File: src/rtl/bank_request_arbiter_pkg.sv
// Shared definitions for the per-bank request arbiter.
//
// Contents:
//   - Default widths for the request tag, bank-local address and data.
//   - Port-index encoding: ports are numbered 1..3, and 0 means "no port".
//   - Round-robin successor function over the three ports.
//
// A queued request is packed as {tag, addr, data, wen}, with tag in the MSBs.

package bank_request_arbiter_pkg;

    localparam int TAG_W_DEF  = 2;
    localparam int ADDR_W_DEF = 10;
    localparam int DATA_W_DEF = 16;
    localparam int NUM_PORTS  = 3;

    typedef enum logic [1:0] {
        PORT_NONE = 2'd0,
        PORT_1    = 2'd1,
        PORT_2    = 2'd2,
        PORT_3    = 2'd3
    } port_e;

    // Cyclic order 1 -> 2 -> 3 -> 1.
    function automatic port_e next_port(input port_e p);
        case (p)
            PORT_1:  return PORT_2;
            PORT_2:  return PORT_3;
            default: return PORT_1;
        endcase
    endfunction

endpackage

File: src/rtl/bank_request_arbiter_req_fifo.sv
// Synchronous FIFO that holds the queued requests of one port.
//
// Ports:
//   clk_i    : clock, rising edge
//   rst_n_i  : asynchronous active-low reset (empties the FIFO)
//   push_i   : write wdata_i at the tail (ignored when full)
//   pop_i    : drop the head entry (ignored when empty)
//   wdata_i  : entry to enqueue
//   head_o   : current head entry (only meaningful while !empty_o)
//   full_o   : DEPTH entries held
//   empty_o  : no entries held
//
// DEPTH must be a power of two (>= 2). The read and write pointers carry one
// extra wrap bit, so full and empty are told apart by the MSB compare.

module req_fifo #(
    parameter int DEPTH = 4,
    parameter int WIDTH = 29
) (
    input  logic             clk_i,
    input  logic             rst_n_i,
    input  logic             push_i,
    input  logic             pop_i,
    input  logic [WIDTH-1:0] wdata_i,
    output logic [WIDTH-1:0] head_o,
    output logic             full_o,
    output logic             empty_o
);

    localparam int AW = $clog2(DEPTH);

    logic [WIDTH-1:0] mem_q [DEPTH];
    logic [AW:0]      wr_ptr_q, wr_ptr_d;
    logic [AW:0]      rd_ptr_q, rd_ptr_d;
    logic             do_push, do_pop;

    assign empty_o = (wr_ptr_q == rd_ptr_q);
    assign full_o  = (wr_ptr_q[AW] != rd_ptr_q[AW]) &&
                     (wr_ptr_q[AW-1:0] == rd_ptr_q[AW-1:0]);

    assign do_push = push_i && !full_o;
    assign do_pop  = pop_i && !empty_o;

    assign wr_ptr_d = do_push ? wr_ptr_q + (AW+1)'(1) : wr_ptr_q;
    assign rd_ptr_d = do_pop  ? rd_ptr_q + (AW+1)'(1) : rd_ptr_q;

    assign head_o = mem_q[rd_ptr_q[AW-1:0]];

    always_ff @(posedge clk_i or negedge rst_n_i) begin
        if (!rst_n_i) begin
            wr_ptr_q <= '0;
            rd_ptr_q <= '0;
        end else begin
            wr_ptr_q <= wr_ptr_d;
            rd_ptr_q <= rd_ptr_d;
        end
    end

    // Storage is not reset: an entry is only visible once the pointers say so.
    always_ff @(posedge clk_i) begin
        if (do_push) begin
            mem_q[wr_ptr_q[AW-1:0]] <= wdata_i;
        end
    end

endmodule

File: src/rtl/bank_request_arbiter.sv
// Per-bank request arbiter: queues up to three masked requests per cycle in
// per-port FIFOs, serialises them round-robin onto a single-ported SRAM with
// 1-cycle read latency, and returns one tagged response per request.
//
// Ports:
//   clk, rst_n                   : clock / asynchronous active-low reset
//   portN_valid (N=1..3)         : request valid, held by producer until ready
//   portN_req_tag/addr/data_in/wen: request fields
//   portN_ready                  : FIFO N not full (registered state only)
//   bank_en/wen/addr/wdata       : SRAM access, all zero when nothing granted
//   bank_rdata                   : SRAM read data, valid cycle after a read
//   resp_valid/port/tag/wen/data : one-cycle response, port encoded 1..3,
//                                  data is read data or 0 for write acks

module bank_request_arbiter
    import bank_request_arbiter_pkg::*;
#(
    parameter int DEPTH  = 4,
    parameter int ADDR_W = ADDR_W_DEF,
    parameter int DATA_W = DATA_W_DEF,
    parameter int TAG_W  = TAG_W_DEF
) (
    input  logic              clk,
    input  logic              rst_n,

    input  logic              port1_valid,
    input  logic [TAG_W-1:0]  port1_req_tag,
    input  logic [ADDR_W-1:0] port1_addr,
    input  logic [DATA_W-1:0] port1_data_in,
    input  logic              port1_wen,
    output logic              port1_ready,

    input  logic              port2_valid,
    input  logic [TAG_W-1:0]  port2_req_tag,
    input  logic [ADDR_W-1:0] port2_addr,
    input  logic [DATA_W-1:0] port2_data_in,
    input  logic              port2_wen,
    output logic              port2_ready,

    input  logic              port3_valid,
    input  logic [TAG_W-1:0]  port3_req_tag,
    input  logic [ADDR_W-1:0] port3_addr,
    input  logic [DATA_W-1:0] port3_data_in,
    input  logic              port3_wen,
    output logic              port3_ready,

    output logic              bank_en,
    output logic              bank_wen,
    output logic [ADDR_W-1:0] bank_addr,
    output logic [DATA_W-1:0] bank_wdata,
    input  logic [DATA_W-1:0] bank_rdata,

    output logic              resp_valid,
    output logic [1:0]        resp_port,
    output logic [TAG_W-1:0]  resp_tag,
    output logic              resp_wen,
    output logic [DATA_W-1:0] resp_data
);

    localparam int REQ_W = TAG_W + ADDR_W + DATA_W + 1;

    logic [REQ_W-1:0] req_in [1:3];
    logic [REQ_W-1:0] head   [1:3];
    logic [3:1]       valid;
    logic [3:1]       push;
    logic [3:1]       pop;
    logic [3:1]       full;
    logic [3:1]       empty;
    logic [3:0]       nonempty;

    port_e            ptr_q, ptr_d;
    port_e            grant_port;
    port_e            cand;
    logic [REQ_W-1:0] gnt_req;

    logic              gnt_wen;
    logic [ADDR_W-1:0] gnt_addr;
    logic [DATA_W-1:0] gnt_data;
    logic [TAG_W-1:0]  gnt_tag;

    logic              resp_vld_q, resp_vld_d;
    port_e             resp_port_q, resp_port_d;
    logic [TAG_W-1:0]  resp_tag_q, resp_tag_d;
    logic              resp_wen_q, resp_wen_d;

    // Request packing {tag, addr, data, wen}.
    assign req_in[1] = {port1_req_tag, port1_addr, port1_data_in, port1_wen};
    assign req_in[2] = {port2_req_tag, port2_addr, port2_data_in, port2_wen};
    assign req_in[3] = {port3_req_tag, port3_addr, port3_data_in, port3_wen};
    assign valid     = {port3_valid, port2_valid, port1_valid};

    assign port1_ready = !full[1];
    assign port2_ready = !full[2];
    assign port3_ready = !full[3];

    for (genvar g = 1; g <= NUM_PORTS; g++) begin : g_fifo
        assign push[g] = valid[g] && !full[g];
        assign pop[g]  = (grant_port == port_e'(g));

        req_fifo #(
            .DEPTH (DEPTH),
            .WIDTH (REQ_W)
        ) u_fifo (
            .clk_i   (clk),
            .rst_n_i (rst_n),
            .push_i  (push[g]),
            .pop_i   (pop[g]),
            .wdata_i (req_in[g]),
            .head_o  (head[g]),
            .full_o  (full[g]),
            .empty_o (empty[g])
        );
    end

    // Bit 0 stands for PORT_NONE and is never a candidate.
    assign nonempty = {~empty, 1'b0};

    // Round-robin search starting at the pointer. Candidates come from
    // registered FIFO state only, so a request pushed this edge waits a cycle.
    always_comb begin
        grant_port = PORT_NONE;
        cand       = ptr_q;
        for (int i = 0; i < NUM_PORTS; i++) begin
            if (grant_port == PORT_NONE && nonempty[cand]) begin
                grant_port = cand;
            end
            cand = next_port(cand);
        end
        ptr_d = (grant_port == PORT_NONE) ? ptr_q : next_port(grant_port);
    end

    always_comb begin
        gnt_req = '0;
        case (grant_port)
            PORT_1:  gnt_req = head[1];
            PORT_2:  gnt_req = head[2];
            PORT_3:  gnt_req = head[3];
            default: gnt_req = '0;
        endcase
    end

    assign gnt_tag  = gnt_req[REQ_W-1 -: TAG_W];
    assign gnt_addr = gnt_req[ADDR_W+DATA_W -: ADDR_W];
    assign gnt_data = gnt_req[DATA_W:1];
    assign gnt_wen  = gnt_req[0];

    // gnt_req is zero without a grant, so the bank fields fall to zero too.
    assign bank_en    = (grant_port != PORT_NONE);
    assign bank_wen   = gnt_wen;
    assign bank_addr  = gnt_addr;
    assign bank_wdata = gnt_data;

    assign resp_vld_d  = bank_en;
    assign resp_port_d = grant_port;
    assign resp_tag_d  = gnt_tag;
    assign resp_wen_d  = gnt_wen;

    always_ff @(posedge clk or negedge rst_n) begin
        if (!rst_n) begin
            ptr_q       <= PORT_1;
            resp_vld_q  <= 1'b0;
            resp_port_q <= PORT_NONE;
            resp_tag_q  <= '0;
            resp_wen_q  <= 1'b0;
        end else begin
            ptr_q       <= ptr_d;
            resp_vld_q  <= resp_vld_d;
            resp_port_q <= resp_port_d;
            resp_tag_q  <= resp_tag_d;
            resp_wen_q  <= resp_wen_d;
        end
    end

    // Read data arrives from the SRAM in the response cycle itself.
    assign resp_valid = resp_vld_q;
    assign resp_port  = resp_port_q;
    assign resp_tag   = resp_tag_q;
    assign resp_wen   = resp_wen_q;
    assign resp_data  = (resp_vld_q && !resp_wen_q) ? bank_rdata : '0;

endmodule

File: config.mk
export PLATFORM = sky130hd
export DESIGN_NAME = bank_request_arbiter
export DESIGN_NICKNAME = d
export VERILOG_FILES = /design/src/rtl/bank_request_arbiter_pkg.sv /design/src/rtl/bank_request_arbiter_req_fifo.sv /design/src/rtl/bank_request_arbiter.sv
export SDC_FILE = /design/constraint.sdc
export NUM_CORES = 1
export LEC_CHECK = 0
export BUFFER_PORTS_ARGS = -buffer_cell sky130_fd_sc_hd__buf_2
export CELL_PAD_IN_SITES_DETAIL_PLACEMENT = 0
export CELL_PAD_IN_SITES_GLOBAL_PLACEMENT = 2
export CORE_AREA = 2 2 180 182
export DETAILED_ROUTE_END_ITERATION = 7
export DIE_AREA = 0 0 182 184
export GPL_TIMING_DRIVEN = 0
export HOLD_SLACK_MARGIN = 0.05
export MAX_ROUTING_LAYER = met4
export PLACE_DENSITY_LB_ADDON = 0.1
export SLEW_MARGIN = 20
export SYNTH_ARGS = -nofsm -noshare
export SYNTH_HDL_FRONTEND = slang
export SYNTH_SLANG_ARGS = --single-unit
File: constraint.sdc
create_clock -name clk -period 4.2 [get_ports clk]
set_input_delay 0.21 -clock clk [delete_from_list [all_inputs] [get_ports clk]]
set_output_delay 0.21 -clock clk [all_outputs]
set_load 0.02 [all_outputs]
After elaboration in Yosys (flattened, before gate mapping)
Memory sizes are Yosys's and may differ from the RTL's. Index checks and enable logic that the tools add are counted.

Reduce and logical (&&, ||, !) cells: 26. Add/subtract/negate cells: 6. Order comparisons: 3. Multiplexer cells: 20. Equality and inequality tests: 16. Bitwise logic cells: 1.

Operator list (number): $pmux W29 S3 (1); $add A3 B1 Y3 const B (6); $mux W16 (1); $logic_and A1 B1 Y1 (15); $pmux W2 S2 (3); $eq A3 B3 Y1 (3); $lt A2 B3 Y1 const B (3); $mux W1 (9); $eq A2 B2 Y1 const B (4); $logic_not A1 Y1 (7); $bmux W1 S2 (3); $eq A2 B1 Y1 const B (3); $eq A2 B2 Y1 (3); $logic_not A2 Y1 (3); $mux W2 (3); $ne A1 B1 Y1 (3); $not A3 Y3 (1); $reduce_bool A2 Y1 (1).

Memory bits (writable): 348. Register bits after elaboration: 26. Logic and storage cells: 86. Memories kept: 3. Bits of input ports: 108. Output and inout port bits: 53.

Memories: g_fifo[1].u_fifo.mem_q (depth 4, bits a word 29, read ports 1, clocked after memory_dff 0, write ports 1, line bank_request_arbiter_req_fifo.sv:32) `logic [WIDTH-1:0] mem_q [DEPTH];`; g_fifo[2].u_fifo.mem_q (depth 4, bits a word 29, read ports 1, clocked after memory_dff 0, write ports 1, line bank_request_arbiter_req_fifo.sv:32); g_fifo[3].u_fifo.mem_q (depth 4, bits a word 29, read ports 1, clocked after memory_dff 0, write ports 1, line bank_request_arbiter_req_fifo.sv:32).

Longest topological paths before layout
Depth after elaboration: 13. Depth in mapped cells: 13. Gate-level depth less buffers: 10.

Hierarchy
From an unflattened synthesis, not the netlist that was laid out.

Cells, all modules: 764. Area, all modules: 15314.7 um^2.

Modules (own cells, without submodules): req_fifo (area an instance 4693.3 um^2, times used 3, sequential area each 3633.5 um^2, cells each 201); bank_request_arbiter (area an instance 1234.9 um^2, times used 1, sequential area each 201.4 um^2, cells each 161).

Worst setup path after synthesis
No wires, ideal clock.

Kind: reg-to-output. Start: reg ptr_q[0]. End: out bank_wen. Setup slack: 1164 ps. Data required time: 3990 ps. Path buffers: 2. Cell stages (with the launch flop): 13. Data arrival time: 2826 ps. Path through: dfstp_2 -> inv_1 -> ha_1 -> nor2_1 -> a2bb2oi_1 -> o21ai_1 -> a221oi_2 -> a31o_1 -> ha_1 -> clkbuf_1 -> clkbuf_1 -> nand2_1 -> a21oi_1.

Longest elaborated chain between the ends: 11.

Ends and longest elaborated chain: from (decl) (line bank_request_arbiter.sv:71) `port_e ptr_q, ptr_d;`; from (signal assigned) (line bank_request_arbiter.sv:166) `ptr_q <= ptr_d;`; parallel branches: the longest is 8 deep, another holds $eq A2 B2 Y1; $mux W2 * (line bank_request_arbiter.sv:124) `if (grant_port == PORT_NONE && nonempty[cand]) begin`; $eq A2 B2 Y1 or $eq A2 B1 Y1 (tied branches) (line bank_request_arbiter.sv:134) `case (grant_port)`; $pmux W29 S3 * (line bank_request_arbiter.sv:134); to (decl) (line bank_request_arbiter.sv:48) `output logic bank_wen,`.

Every way passes the cells marked *. The select of a mux whose other input is x is not followed.

Final worst setup path
Same ends and word-level chain as after synthesis.

==> flow_summary.ini <==
[clock_network]
cts_root_buf = clkbuf_16
clkLatencyLatePin_ns = 0.54
clock-sinks = 374
cts_tree = built
numCtsBuffers = 39
ctsHtreeMaxLevel = 2
cts.path.max_buffers = 3
clk_pin_slew_ns = 0.06

[route]
finalWirelength_mm = 35.2
dr.pass1.iters = 6
via_count = 8048
drc_errors = 0
via_per_inst = 5.45
drt_iter0_drc = 738
wl_per_cell_um = 23.8
antenna_left = 0

[final_layout]
final_common_cell = edfxtp_1
layout.cells.non_filler = 1478
syn2layout_area_growth_pct = 25.4
layout_common_cells = edfxtp_1 (348), buf_2 (172), dlygate4sd3_1 (88), mux4_2 (87), clkbuf_16 (40)
final_net_count = 1172
fin_area_mm2 = 0.0187
drive_gt1_share_pct = 37.0

[global_route]
first_global_vias = 8512
grt_max_degree = 31
track_usage_pct = 22.1
grt-ovfl-total = 0
antenna_found_initial = 3
grt_pass1_wl_mm = 52.1

[worst_hold_path]
min_path_cells = 3
min_to = g_fifo[1].u_fifo.wr_ptr_q[1]
hold_start = port1_valid
hold_path_class = input pin to register

[critical_path]
crit_type = register to output pin
worstReg2RegStart = ptr_q[0]
reg2reg_depth = 11
rr_endpoint = resp_wen
crit_fanout = 10
start_kind = register
required_ns = 3.99
cp_data_arrival_time_ns = 3.81
reg2reg_slack_ns = 1.02
cp-end-kind = output pin

[logic_synthesis]
muxShareOfSynthArea_pct = 13.5
yosys.area_share.simple_pct = 2.91
synth-xor-area-share_pct = 1.38
synth_top_family_by_area = multiplexers
syn_inst = 741
synth_nets = 872
ys_ff_latch = 374
synth_compound_area_share_pct = 3.26
seq_area_frac_synth_pct = 74.2
ys_warn_count = 0
avgSynthCellArea_um2 = 20.2
synthAdderAreaFrac_pct = 1.92
syn_area_mm2 = 0.0150
synth_flop_cell = edfxtp_1
synth_edf_count = 348
ys_async_sr_fraction_pct = 6.95
synth.distinct_cells = 41

[power]
p_switching_mw = 6.66
p_seq_share_pct = 31.0
peakVddDrop_mv = 0.742
comb_power_share_pct = 49.5
switching_share_pct = 38.6
clkPwrFrac_pct = 19.5
internal_power_mw = 10.6
p_leak_nw = 6.74
p_per_area_mw_per_mm2 = 920

[placement]
place_worst_setup_slack_ns = -0.0846
portBuffers = 160
dp_hpwl_mm = 24.1
placed_area_mm2 = 0.0165
dp_cells = 1314
place.gp.congestion = 0.755

[sta]
period_needed_ns = 4.02
fin_ws_ns = 0.180
setup_violations = 0
fmax_ghz = 0.249
slew_headroom_pct = 55.3
worst_pin_slew_ns = 0.670
post-route-period-util_pct = 95.7
whs_ns = 0.0851
finalSetupTns_ns = 0
fin_skew_ns = 0.0158
slew_violations = 0
final_hold_viol_count = 0

[floorplan]
row_count = 65
core-area_mm2 = 0.0314
die_w_um = 182
die_area_mm2 = 0.0335
ios = 161
die_y_um = 184
start_util_pct = 47.6

[status]
outcome = completed

[job]
max-cap-violations = 0
## power by group through the flow
stage / registers [mW] / clock network, mW / logic [mW]
detailed placement: 5.43 / 0 / 8.39
global route: 5.41 / 3.59 / 9.18
finish: 5.34 / 3.37 / 8.53
global placement: 5.40 / 0 / 8.09
CTS: 5.35 / 3.43 / 8.53
floorplan: 5.36 / 0 / 5.46
## layout make-up
class | count | area, µm²
Multi-Input combinational cell | 297 | 3480
Inverter | 10 | 37.5
Tap cell | 402 | 503
Timing Repair Buffer | 260 | 1950
Clock inverter | 23 | 195
Clock buffer | 49 | 1060
Buffer | 59 | 402
Antenna cell | 4 | 10.0
Sequential cell | 374 | 11100
Fill cell | 2332 | 12600
## kinds of logic (layout without fill, tap and decap cells)
group	count (synthesis)	count (layout)
AOI/OAI and AO/OA	74	74
buffers and inverters	70	401
other	0	4
xor gates and xnor gates	21	21
and+or+nand+nor	87	87
DFF	374	374
adders and majority gates	23	23
muxes	92	92
## how the worst max path moves through the flow
stage	from	end	slack (ns)	cells past startpoint
6_report	ptr_q[0]	bank_wen	0.18	12
5_1_grt	ptr_q[0]	bank_addr[3]	-0.06	13
4_1_cts	ptr_q[0]	bank_wdata[5]	0.0006	13
3_5_place_dp	ptr_q[0]	bank_wdata[8]	-0.08	14
3_3_place_gp	ptr_q[0]	bank_wdata[8]	-0.02	14
2_1_floorplan	ptr_q[0]	bank_wen	1.16	12
## per-layer routing
layer  vias to the layer above  part of all wire, %  GRT usage, %
li1                       3570                    -             -
met1                      4164                   43          29.2
met2                       271                   50          36.6
met3                        43                  5.6          3.80
met4                         0                  1.3          4.61
met5                         -                    0             -
## repair_timing
action / in CTS / in global routing
buffers inserted: 0 / 1
gates resized for setup: 11 / 16
hold endpoints to repair: 373 / 0
endpoints found under the setup margin: 26 / 23
hold buffers: 88 / 0
## per-stage QoR
| step | utilization (%) | total power, mW |
|---|---|---|
| floorplan | - | 10.8 |
| global placement | 51.8 | 13.5 |
| detailed placement | 52.7 | 13.8 |
| CTS | 59.5 | 17.3 |
| global route | 59.7 | 18.2 |
| finish | 59.7 | 17.2 |
## worst max-delay path, stage by stage, from the launching register on
cell       delay, ns
dfstp_2         0.59
inv_1           0.12
ha_1            0.38
nor2_1          0.16
a2bb2oi_1       0.18
o21ai_1         0.09
a221oi_2        0.28
a31o_1          0.26
ha_4            0.29
clkbuf_2        0.27
nand2_1         0.11
a21oi_1         0.31
buf_2           0.24
## synth_stat cells (all sizes together) (2+ instances only)
cell type	count	area [µm²]
edfxtp	348	10500
and2	22	140
clkbuf	12	45.0
nand3b	2	15.0
buf	48	339
o21ai	5	25.0
nor2	7	28.8
ha	23	288
xor2	7	83.8
mux2	3	33.8
nand3	6	30.0
dfrtp	25	626
inv	10	37.5
and3	9	56.3
a22oi	29	218
mux2i	2	20.0
nand2	38	143
a21oi	30	150
mux4	87	1960
xnor2	14	123
## registers in the layout, summed over array words and instances (netlist names)
register / count
g_fifo.u_fifo.mem_q: 348
g_fifo.u_fifo.rd_ptr_q: 9
g_fifo.u_fifo.wr_ptr_q: 9
ptr_q: 2
resp_port: 2
resp_tag: 2
resp_valid: 1
resp_wen: 1
Power figures use the tool's default switching activity.
